`src/rtl/ip_rewrite_noc_pipe_pkg.sv`:
```
// rtl/ip_rewrite_noc_pipe_pkg.sv - shared types for the IP rewrite NoC pipe
package ip_rewrite_noc_pipe_pkg;

  localparam int FLOW_LOOKUP_TUPLE_W = 64;
  localparam int IP_ADDR_W           = 32;
  localparam int FLOW_INDEX_MAX_W    = 8;

  typedef struct packed {
    logic [31:0] their_addr;
    logic [15:0] their_port;
    logic [15:0] our_port;
  } flow_lookup_tuple_t;

  typedef struct packed {
    logic                  valid;
    flow_lookup_tuple_t    key;
    logic [IP_ADDR_W-1:0]  rewrite_addr;
  } flow_table_entry_t;

  localparam int FLOW_TABLE_ENTRY_W = $bits(flow_table_entry_t);

  typedef struct packed {
    logic                        hit;
    logic [FLOW_INDEX_MAX_W-1:0] index;
    logic [IP_ADDR_W-1:0]        rewrite_addr;
  } flow_lookup_resp_t;

endpackage

```
`src/rtl/ip_rewrite_flow_match_enc.sv`:
```
// rtl/ip_rewrite_flow_match_enc.sv - match vector to {any, lowest matching index}
module ip_rewrite_flow_match_enc #(
  parameter int NUM_ENTRIES = 8,
  parameter int INDEX_W     = $clog2(NUM_ENTRIES)
) (
  input  logic [NUM_ENTRIES-1:0] match_vec,
  output logic                   any,
  output logic [INDEX_W-1:0]     index
);

  // Scan from the top down so the lowest set bit is the last one written.
  always_comb begin
    index = '0;
    for (int i = NUM_ENTRIES - 1; i >= 0; i--) begin
      if (match_vec[i]) index = i[INDEX_W-1:0];
    end
  end

  assign any = |match_vec;

endmodule

```
`src/rtl/ip_rewrite_flow_table.sv`:
```
// rtl/ip_rewrite_flow_table.sv - flop-based flow table resolving lookup tuples to rewrite addresses
module ip_rewrite_flow_table
  import ip_rewrite_noc_pipe_pkg::*;
#(
  parameter int NUM_ENTRIES = 8,
  parameter int INDEX_W     = $clog2(NUM_ENTRIES)
) (
  input  logic                           clk,
  input  logic                           rst,
  input  logic                           src_lookup_req_val,
  input  logic [FLOW_LOOKUP_TUPLE_W-1:0] src_lookup_req_tuple,
  output logic                           lookup_src_req_rdy,
  output logic                           lookup_dst_resp_val,
  output logic                           lookup_dst_resp_hit,
  output logic [INDEX_W-1:0]             lookup_dst_resp_index,
  output logic [IP_ADDR_W-1:0]           lookup_dst_resp_rewrite_addr,
  input  logic                           dst_lookup_resp_rdy,
  input  logic                           cfg_wr_val,
  input  logic [INDEX_W-1:0]             cfg_wr_index,
  input  logic [FLOW_LOOKUP_TUPLE_W-1:0] cfg_wr_tuple,
  input  logic [IP_ADDR_W-1:0]           cfg_wr_rewrite_addr,
  input  logic                           cfg_wr_entry_val,
  output logic                           cfg_wr_rdy,
  input  logic                           cfg_flush,
  output logic [31:0]                    hit_cnt,
  output logic [31:0]                    miss_cnt
);

  flow_table_entry_t      table_q [NUM_ENTRIES];
  logic [NUM_ENTRIES-1:0] match_vec;
  logic                   match_any;
  logic [INDEX_W-1:0]     match_index;
  logic                   req_accept;
  logic                   resp_handshake;

  logic                   resp_val_q;
  logic                   resp_hit_q;
  logic [INDEX_W-1:0]     resp_index_q;
  logic [IP_ADDR_W-1:0]   resp_addr_q;
  logic [31:0]            hit_cnt_q;
  logic [31:0]            miss_cnt_q;

  assign lookup_src_req_rdy = !resp_val_q || dst_lookup_resp_rdy;
  assign req_accept         = src_lookup_req_val && lookup_src_req_rdy;
  assign resp_handshake     = resp_val_q && dst_lookup_resp_rdy;
  assign cfg_wr_rdy         = !cfg_flush;

  // Only valid bits are reset; key and address contents are don't-care until written.
  always_ff @(posedge clk) begin
    if (rst) begin
      for (int i = 0; i < NUM_ENTRIES; i++) table_q[i].valid <= 1'b0;
    end else if (cfg_flush) begin
      for (int i = 0; i < NUM_ENTRIES; i++) table_q[i].valid <= 1'b0;
    end else if (cfg_wr_val) begin
      table_q[cfg_wr_index] <= '{valid:        cfg_wr_entry_val,
                                 key:          cfg_wr_tuple,
                                 rewrite_addr: cfg_wr_rewrite_addr};
    end
  end

  always_comb begin
    match_vec = '0;
    for (int i = 0; i < NUM_ENTRIES; i++) begin
      match_vec[i] = table_q[i].valid && (table_q[i].key == src_lookup_req_tuple);
    end
  end

  ip_rewrite_flow_match_enc #(
    .NUM_ENTRIES (NUM_ENTRIES),
    .INDEX_W     (INDEX_W)
  ) u_match_enc (
    .match_vec (match_vec),
    .any       (match_any),
    .index     (match_index)
  );

  always_ff @(posedge clk) begin
    if (rst) begin
      resp_val_q   <= 1'b0;
      resp_hit_q   <= 1'b0;
      resp_index_q <= '0;
      resp_addr_q  <= '0;
    end else if (req_accept) begin
      resp_val_q   <= 1'b1;
      resp_hit_q   <= match_any;
      resp_index_q <= match_index;
      resp_addr_q  <= match_any ? table_q[match_index].rewrite_addr : '0;
    end else if (resp_handshake) begin
      resp_val_q   <= 1'b0;
    end
  end

  always_ff @(posedge clk) begin
    if (rst) begin
      hit_cnt_q  <= '0;
      miss_cnt_q <= '0;
    end else if (resp_handshake) begin
      if (resp_hit_q) begin
        if (hit_cnt_q != '1) hit_cnt_q <= hit_cnt_q + 32'd1;
      end else begin
        if (miss_cnt_q != '1) miss_cnt_q <= miss_cnt_q + 32'd1;
      end
    end
  end

  assign lookup_dst_resp_val          = resp_val_q;
  assign lookup_dst_resp_hit          = resp_hit_q;
  assign lookup_dst_resp_index        = resp_index_q;
  assign lookup_dst_resp_rewrite_addr = resp_addr_q;
  assign hit_cnt                      = hit_cnt_q;
  assign miss_cnt                     = miss_cnt_q;

endmodule

```
`config.mk`:
```
export PLATFORM = sky130hd
export DESIGN_NAME = ip_rewrite_flow_table
export DESIGN_NICKNAME = d
export VERILOG_FILES = /design/src/rtl/ip_rewrite_noc_pipe_pkg.sv /design/src/rtl/ip_rewrite_flow_match_enc.sv /design/src/rtl/ip_rewrite_flow_table.sv
export SDC_FILE = /design/constraint.sdc
export NUM_CORES = 2
export LEC_CHECK = 0
export BUFFER_PORTS_ARGS = -buffer_cell sky130_fd_sc_hd__buf_4
export CAP_MARGIN = 30
export CORE_UTILIZATION = 35
export CTS_BUF_LIST = sky130_fd_sc_hd__clkbuf_8
export CTS_CLUSTER_DIAMETER = 150
export CTS_CLUSTER_SIZE = 20
export DETAILED_ROUTE_END_ITERATION = 10
export GPL_TIMING_DRIVEN = 0
export HOLD_SLACK_MARGIN = 0.06
export PLACE_DENSITY = 0.48
export SETUP_SLACK_MARGIN = 0.05
export SYNTH_ARGS = -nofsm -noshare
export SYNTH_HDL_FRONTEND = slang
export SYNTH_SLANG_ARGS = --single-unit
```
`constraint.sdc`:
```
create_clock -name clk -period 26.6 [get_ports clk]
set_input_delay 3.99 -clock clk [delete_from_list [all_inputs] [get_ports clk]]
set_output_delay 3.99 -clock clk [all_outputs]
set_load 0.01 [all_outputs]
```
* Word-level counts from Yosys, hierarchy flattened
Memory sizes are Yosys's and may differ from the RTL's. Index checks and enable logic that the tools add are counted. W data, S select, Z words.
Word-level totals: register bits after elaboration 101, bits in latches 0, bits in writable memories 776, bits in read-only memories 0, input port bits 170, output and inout port bits 103, logic and storage cells 77, memories 1
Memory list:
- table_q | words 8, width 97, read ports 9, clocked after memory_dff 0, wr ports 8, line ip_rewrite_flow_table.sv:29 | flow_table_entry_t table_q [NUM_ENTRIES];
Operators by class: $add $sub $neg 2, multipliers 0, div/mod/pow operators 0, magnitude comparators 0, equal/unequal tests 10, shift operators 0, muxes and demuxes 31, bitwise gates (word level) 9, reductions and logical operators 18
Operators with widths (count):
- $eq A64 B64 Y1 | 8
- $mux W97 | 1
- $reduce_or A97 Y1 | 1
- $add A32 B1 Y32 const B | 2
- $ne A32 B32 Y1 const B | 2
- $mux W32 | 1
- $mux W3 | 9
- $mux W1 | 19
- $logic_and A1 B1 Y1 | 10
- $or A1 B1 Y1 | 8
- $reduce_or A8 Y1 | 1
- $reduce_and A3 Y1 | 2
- $logic_not A1 Y1 | 2
- $mux W2 | 1
- $reduce_bool A2 Y1 | 1
- $logic_or A1 B1 Y1 | 1
- $not A1 Y1 | 1

* Logic depth before layout (Yosys ltp)
An unclocked memory read counts as a cell.
depth in word-level cells 13, depth in mapped cells 13, depth with buffers taken out 10

* By module
A second synthesis with hierarchy kept.
Unflattened totals: cell total of the unflattened synthesis 2311, area, all modules 35965.7 um^2
By module, submodules not included:
- ip_rewrite_flow_table | times used 1, cells an instance 2298, area each 35884.4 um^2, sequential area each 25324.3 um^2
- ip_rewrite_flow_match_enc | times used 1, cells an instance 13, area each 81.3 um^2, sequential area each 0.0 um^2

* Least setup slack after synthesis
Ideal clock, no wire load.
path type in2reg, from in cfg_flush, to mem table_q[1][96] in the netlist's numbering (enable), library setup time 0.323 ns, arrival 11.620 ns, required time 26.277 ns, setup slack 14.657 ns, stages on the path 4, buffers on the path 0, cells stage by stage nor2_1 -> nand3_1 -> nor3_1 -> nand2b_1
RTL lines:
- start, declared | line ip_rewrite_flow_table.sv:24 | input logic cfg_flush,
- end, declared | line ip_rewrite_flow_table.sv:29

* Final worst setup path
from in dst_lookup_resp_rdy, to out lookup_src_req_rdy
On the way: word-level cells in the longest chain between the ends 1
RTL lines:
- start, declared | line ip_rewrite_flow_table.sv:17 | input logic dst_lookup_resp_rdy,
- $logic_or A1 B1 Y1 | line ip_rewrite_flow_table.sv:43 | assign lookup_src_req_rdy = !resp_val_q || dst_lookup_resp_rdy;
- end, declared | line ip_rewrite_flow_table.sv:12 | output logic lookup_src_req_rdy,
Every way passes these cells.

==> impl_results.md <==
- P_leak: 14.5 nW
- Hold path depth: 2
- Adder-cell area share of the yosys netlist: 0.0645%
- Final min period: 8490 ps
- Largest family of logic cells by synthesized area: simple AND/OR/NAND/NOR gates
- Post-Synthesis Cell Area: 0.0388 mm2
- Core area: 0.109 mm2
- Clk Tree Root Cell: clkbuf_8
- Detail Route met2 WL: 72100 um
- Net count, final: 3421
- WP data required: 22610 ps
- DRC Markers: 0
- Sink Count: 877
- Cells on worst reg2reg path: 13
- Cts hold-fix bufs: 0
- CP max-delay cell: nand2b_1
- Number of synthesized register bits: 877
- Multi-input logic area: 0.0127 mm2
- DP HPWL: 119000 um
- Share of cells above drive strength 1: 15.0%
- FMAX: 118 MHz
- Synth warnings: 0
- Drt pass-1 iters: 5
- CTS Buf Count: 49
- Rows: 121
- WP data arrival: 4500 ps
- Synthesized instance count: 2897
- WP buf/inv: 2
- CTS-repair resized insts: 0
- Asr flop ratio synth: 0%
- Crit. End Element: output port
- Total wire length: 163000 um
- Die Wd: 335 um
- Synth-to-Final Area Change: 14.0%
- Clock Latency Late Sink: 810 ps
- Relative slew slack: 23.0%
- PwrDens: 53.6 mW/mm2
- Initial DRC count: 3599
- Critical path's most frequent cell: buf_4
- Vias in the first global route: 25337
- Post-synthesis xor/xnor area fraction: 9.62%
- Final Core Density: 40.5%
- Overall routing resource usage: 28.6%
- WL met3: 16600 um
- Maximum vdd drop: 0.0412 mV
- Final ANT Viol Nets: 0
- PortBufs: 239
- Ports: 273
- Via density per instance: 5.64
- Least-Margin Pin Slew: 1150 ps
- Largest delay share family, worst path: buffers and inverters
- Synth Area in Compound Gates: 4.45%
- Crit-path cells: buf_4 -> nand2b_1 -> buf_4
- Largest net degree at the start of global routing: 31
- CTS tree: done
- H-Tree Depth: 2
- HP Start: lookup_dst_resp_rewrite_addr[7]$_SDFFE_PP0P_
- Setup Crit Path Kind: primary input to output port
- M1 wire length: 69400 um
- Register area share after synthesis: 65.3%
- Routability cong.: 0.978
- Max incr delay on CP: 210 ps
- Setup TNS Final: 0 ps
- Reg2Reg Setup Slack: 21480 ps
- Hold Path End: lookup_dst_resp_rewrite_addr[7]$_SDFFE_PP0P_
- Top routing layer used: met4
- Initial core utilization: 35.5%
- Yosys cell types: 78
- DR vias: 26846
- Pins Over Slew Limit: 0
- Routed WL per cell: 34.3 um
- Fraction of synthesized area in multiplexers: 2.62%
- Total grt overflow: 0
- Final hold viol count: 0
- Final Setup Violations: 0
- R2r endpoint: lookup_dst_resp_rewrite_addr[23]$_SDFFE_PP0P_
- Status: finished clean
- FF/Latch Area: 0.0253 mm2
- FF-to-FF Start: table_q[6][72]$_DFFE_PP_
- Startpoint types: primary input
- Max Root-Sink Buffers: 3
- Initial antenna violation count: 28
- Syn avg cell area: 13.4 um2
- RSZ-0062 raised after global routing: false
- Die Area: 0.112 mm2
- Layout Skew: 71.1 ps
- EDFF count, synth: 776
- Die Ht: 335 um
- Clock slew at reported path FFs: 120 ps
- MaxCap Viol Count: 0
- Post-CTS setup buffers: 0
- Synth Area in Simple Gates: 15.7%
- Main flop type after synthesis: edfxtp_1
- Final worst path period share: 31.9%
- Fillers: 10367
- Post-Syn Nets: 3069
- Hold WC Path Type: register to register
- Global-route wire length before repair: 217000 um
- Critical-path maximum fanout: 4
[registers in the layout, indices dropped and copies added (netlist names)]
signal and flops:
hit_cnt 32, lookup_dst_resp_hit 1, lookup_dst_resp_index 3, lookup_dst_resp_rewrite_addr 32, lookup_dst_resp_val 1, miss_cnt 32
table_q 776
[per-layer routing]
metal,up-vias,track usage [%]
met5,-,0
met4,0,8.70
met3,198,6.15
met2,1487,43.7
met1,13717,40.4
li1,11444,-
[layout make-up]
class,instances,area share (%)
antenna,5,0.0283
buffer,109,1.33
clock buffer,51,1.59
clock inverter,31,0.274
inverter,77,0.653
multi-input combinational,1834,28.6
sequential,877,57.2
tap,1476,4.17
timing repair buffer,301,6.10
[synth_stat cells, drive strengths merged (45+ instances only)]
| master | count | area, um2 |
|---|---|---|
| nand4 | 154 | 963 |
| xor2 | 195 | 1710 |
| inv | 75 | 282 |
| nand2 | 147 | 552 |
| nor2 | 119 | 449 |
| xnor2 | 230 | 2020 |
| a21oi | 45 | 229 |
| nand3 | 67 | 335 |
| nor4 | 116 | 738 |
| buf | 80 | 479 |
| o21ai | 57 | 293 |
| nor2b | 111 | 694 |
| nand2b | 161 | 1010 |
| edfxtp | 776 | 23300 |
| dfxtp | 101 | 2020 |
| mux2i | 52 | 521 |
[worst min-delay path: stages, from the launching register on]
cell and delay [ps]:
dfxtp_1 330, nand2_1 50, o21ai_1 50
[cell usage in the layout (no fill, tap or decap), types with 21 or more instances in the layout]
| cell type | Yosys | layout |
|---|---|---|
| buf_2 | 62 | 66 |
| buf_4 | 9 | 255 |
| nand3_1 | 67 | 67 |
| nand2b_1 | 161 | 161 |
| nand2_1 | 147 | 147 |
| inv_1 | 75 | 104 |
| xnor2_1 | 229 | 229 |
| buf_6 | 6 | 25 |
| edfxtp_1 | 776 | 776 |
| nor4_1 | 114 | 113 |
| a31oi_1 | 22 | 22 |
| nor3_1 | 41 | 39 |
| buf_12 | 0 | 21 |
| mux2i_1 | 52 | 52 |
| o21ai_0 | 35 | 35 |
| a21oi_1 | 44 | 44 |
| dfxtp_1 | 101 | 101 |
| nor2_1 | 118 | 112 |
| nand4_1 | 154 | 154 |
| and2_1 | 23 | 23 |
| nor2b_1 | 111 | 111 |
| clkbuf_8 | 0 | 51 |
| clkbuf_1 | 29 | 29 |
| xor2_1 | 195 | 195 |
[cells by family after synthesis]
logic type	count (synthesis)
buffers and inverters	186
multiplexers	90
adder cells (fa/ha/maj)	2
AND/OR/NAND/NOR	1067
flip-flops	877
XOR/XNOR	425
AO/OA/AOI/OAI	250
[metrics by stage]
step                std cells  power, mW  hold slack (ps)  cell area (um2)  setup WS, ps
floorplan                2897       1.64              470            38800         14660
CTS                      4755       2.38              467            44200         18100
global placement         4612       1.77              443            42400          7120
global route             4757       2.43              491            44200         18090
detailed placement       4673       1.77              449            43400         17800
finish                   4761       2.37              465            44200         18110
[how the worst max path moves through the flow]
| stage | startpoint | to | cells after the start | slack [ps] |
|---|---|---|---|---|
| 3_3_place_gp | rst | table_q[0][96]$_SDFFCE_PN0P_ | 5 | 7120 |
| 3_5_place_dp | src_lookup_req_tuple[38] | lookup_dst_resp_rewrite_addr[12]$_SDFFE_PP0P_ | 14 | 17800 |
| 2_1_floorplan | cfg_flush | table_q[1][96]$_SDFFCE_PN0P_ | 4 | 14660 |
| 5_1_grt | dst_lookup_resp_rdy | lookup_src_req_rdy | 3 | 18090 |
| 4_1_cts | dst_lookup_resp_rdy | lookup_src_req_rdy | 3 | 18100 |
| 6_report | dst_lookup_resp_rdy | lookup_src_req_rdy | 3 | 18110 |
[power by group]
part / internal (mW) / switching, mW
registers: 1.51 / 0.00778
clock network: 0.179 / 0.449
logic: 0.0606 / 0.163
total: 1.75 / 0.620
Note: power is estimated with default switching activity, not from simulation.
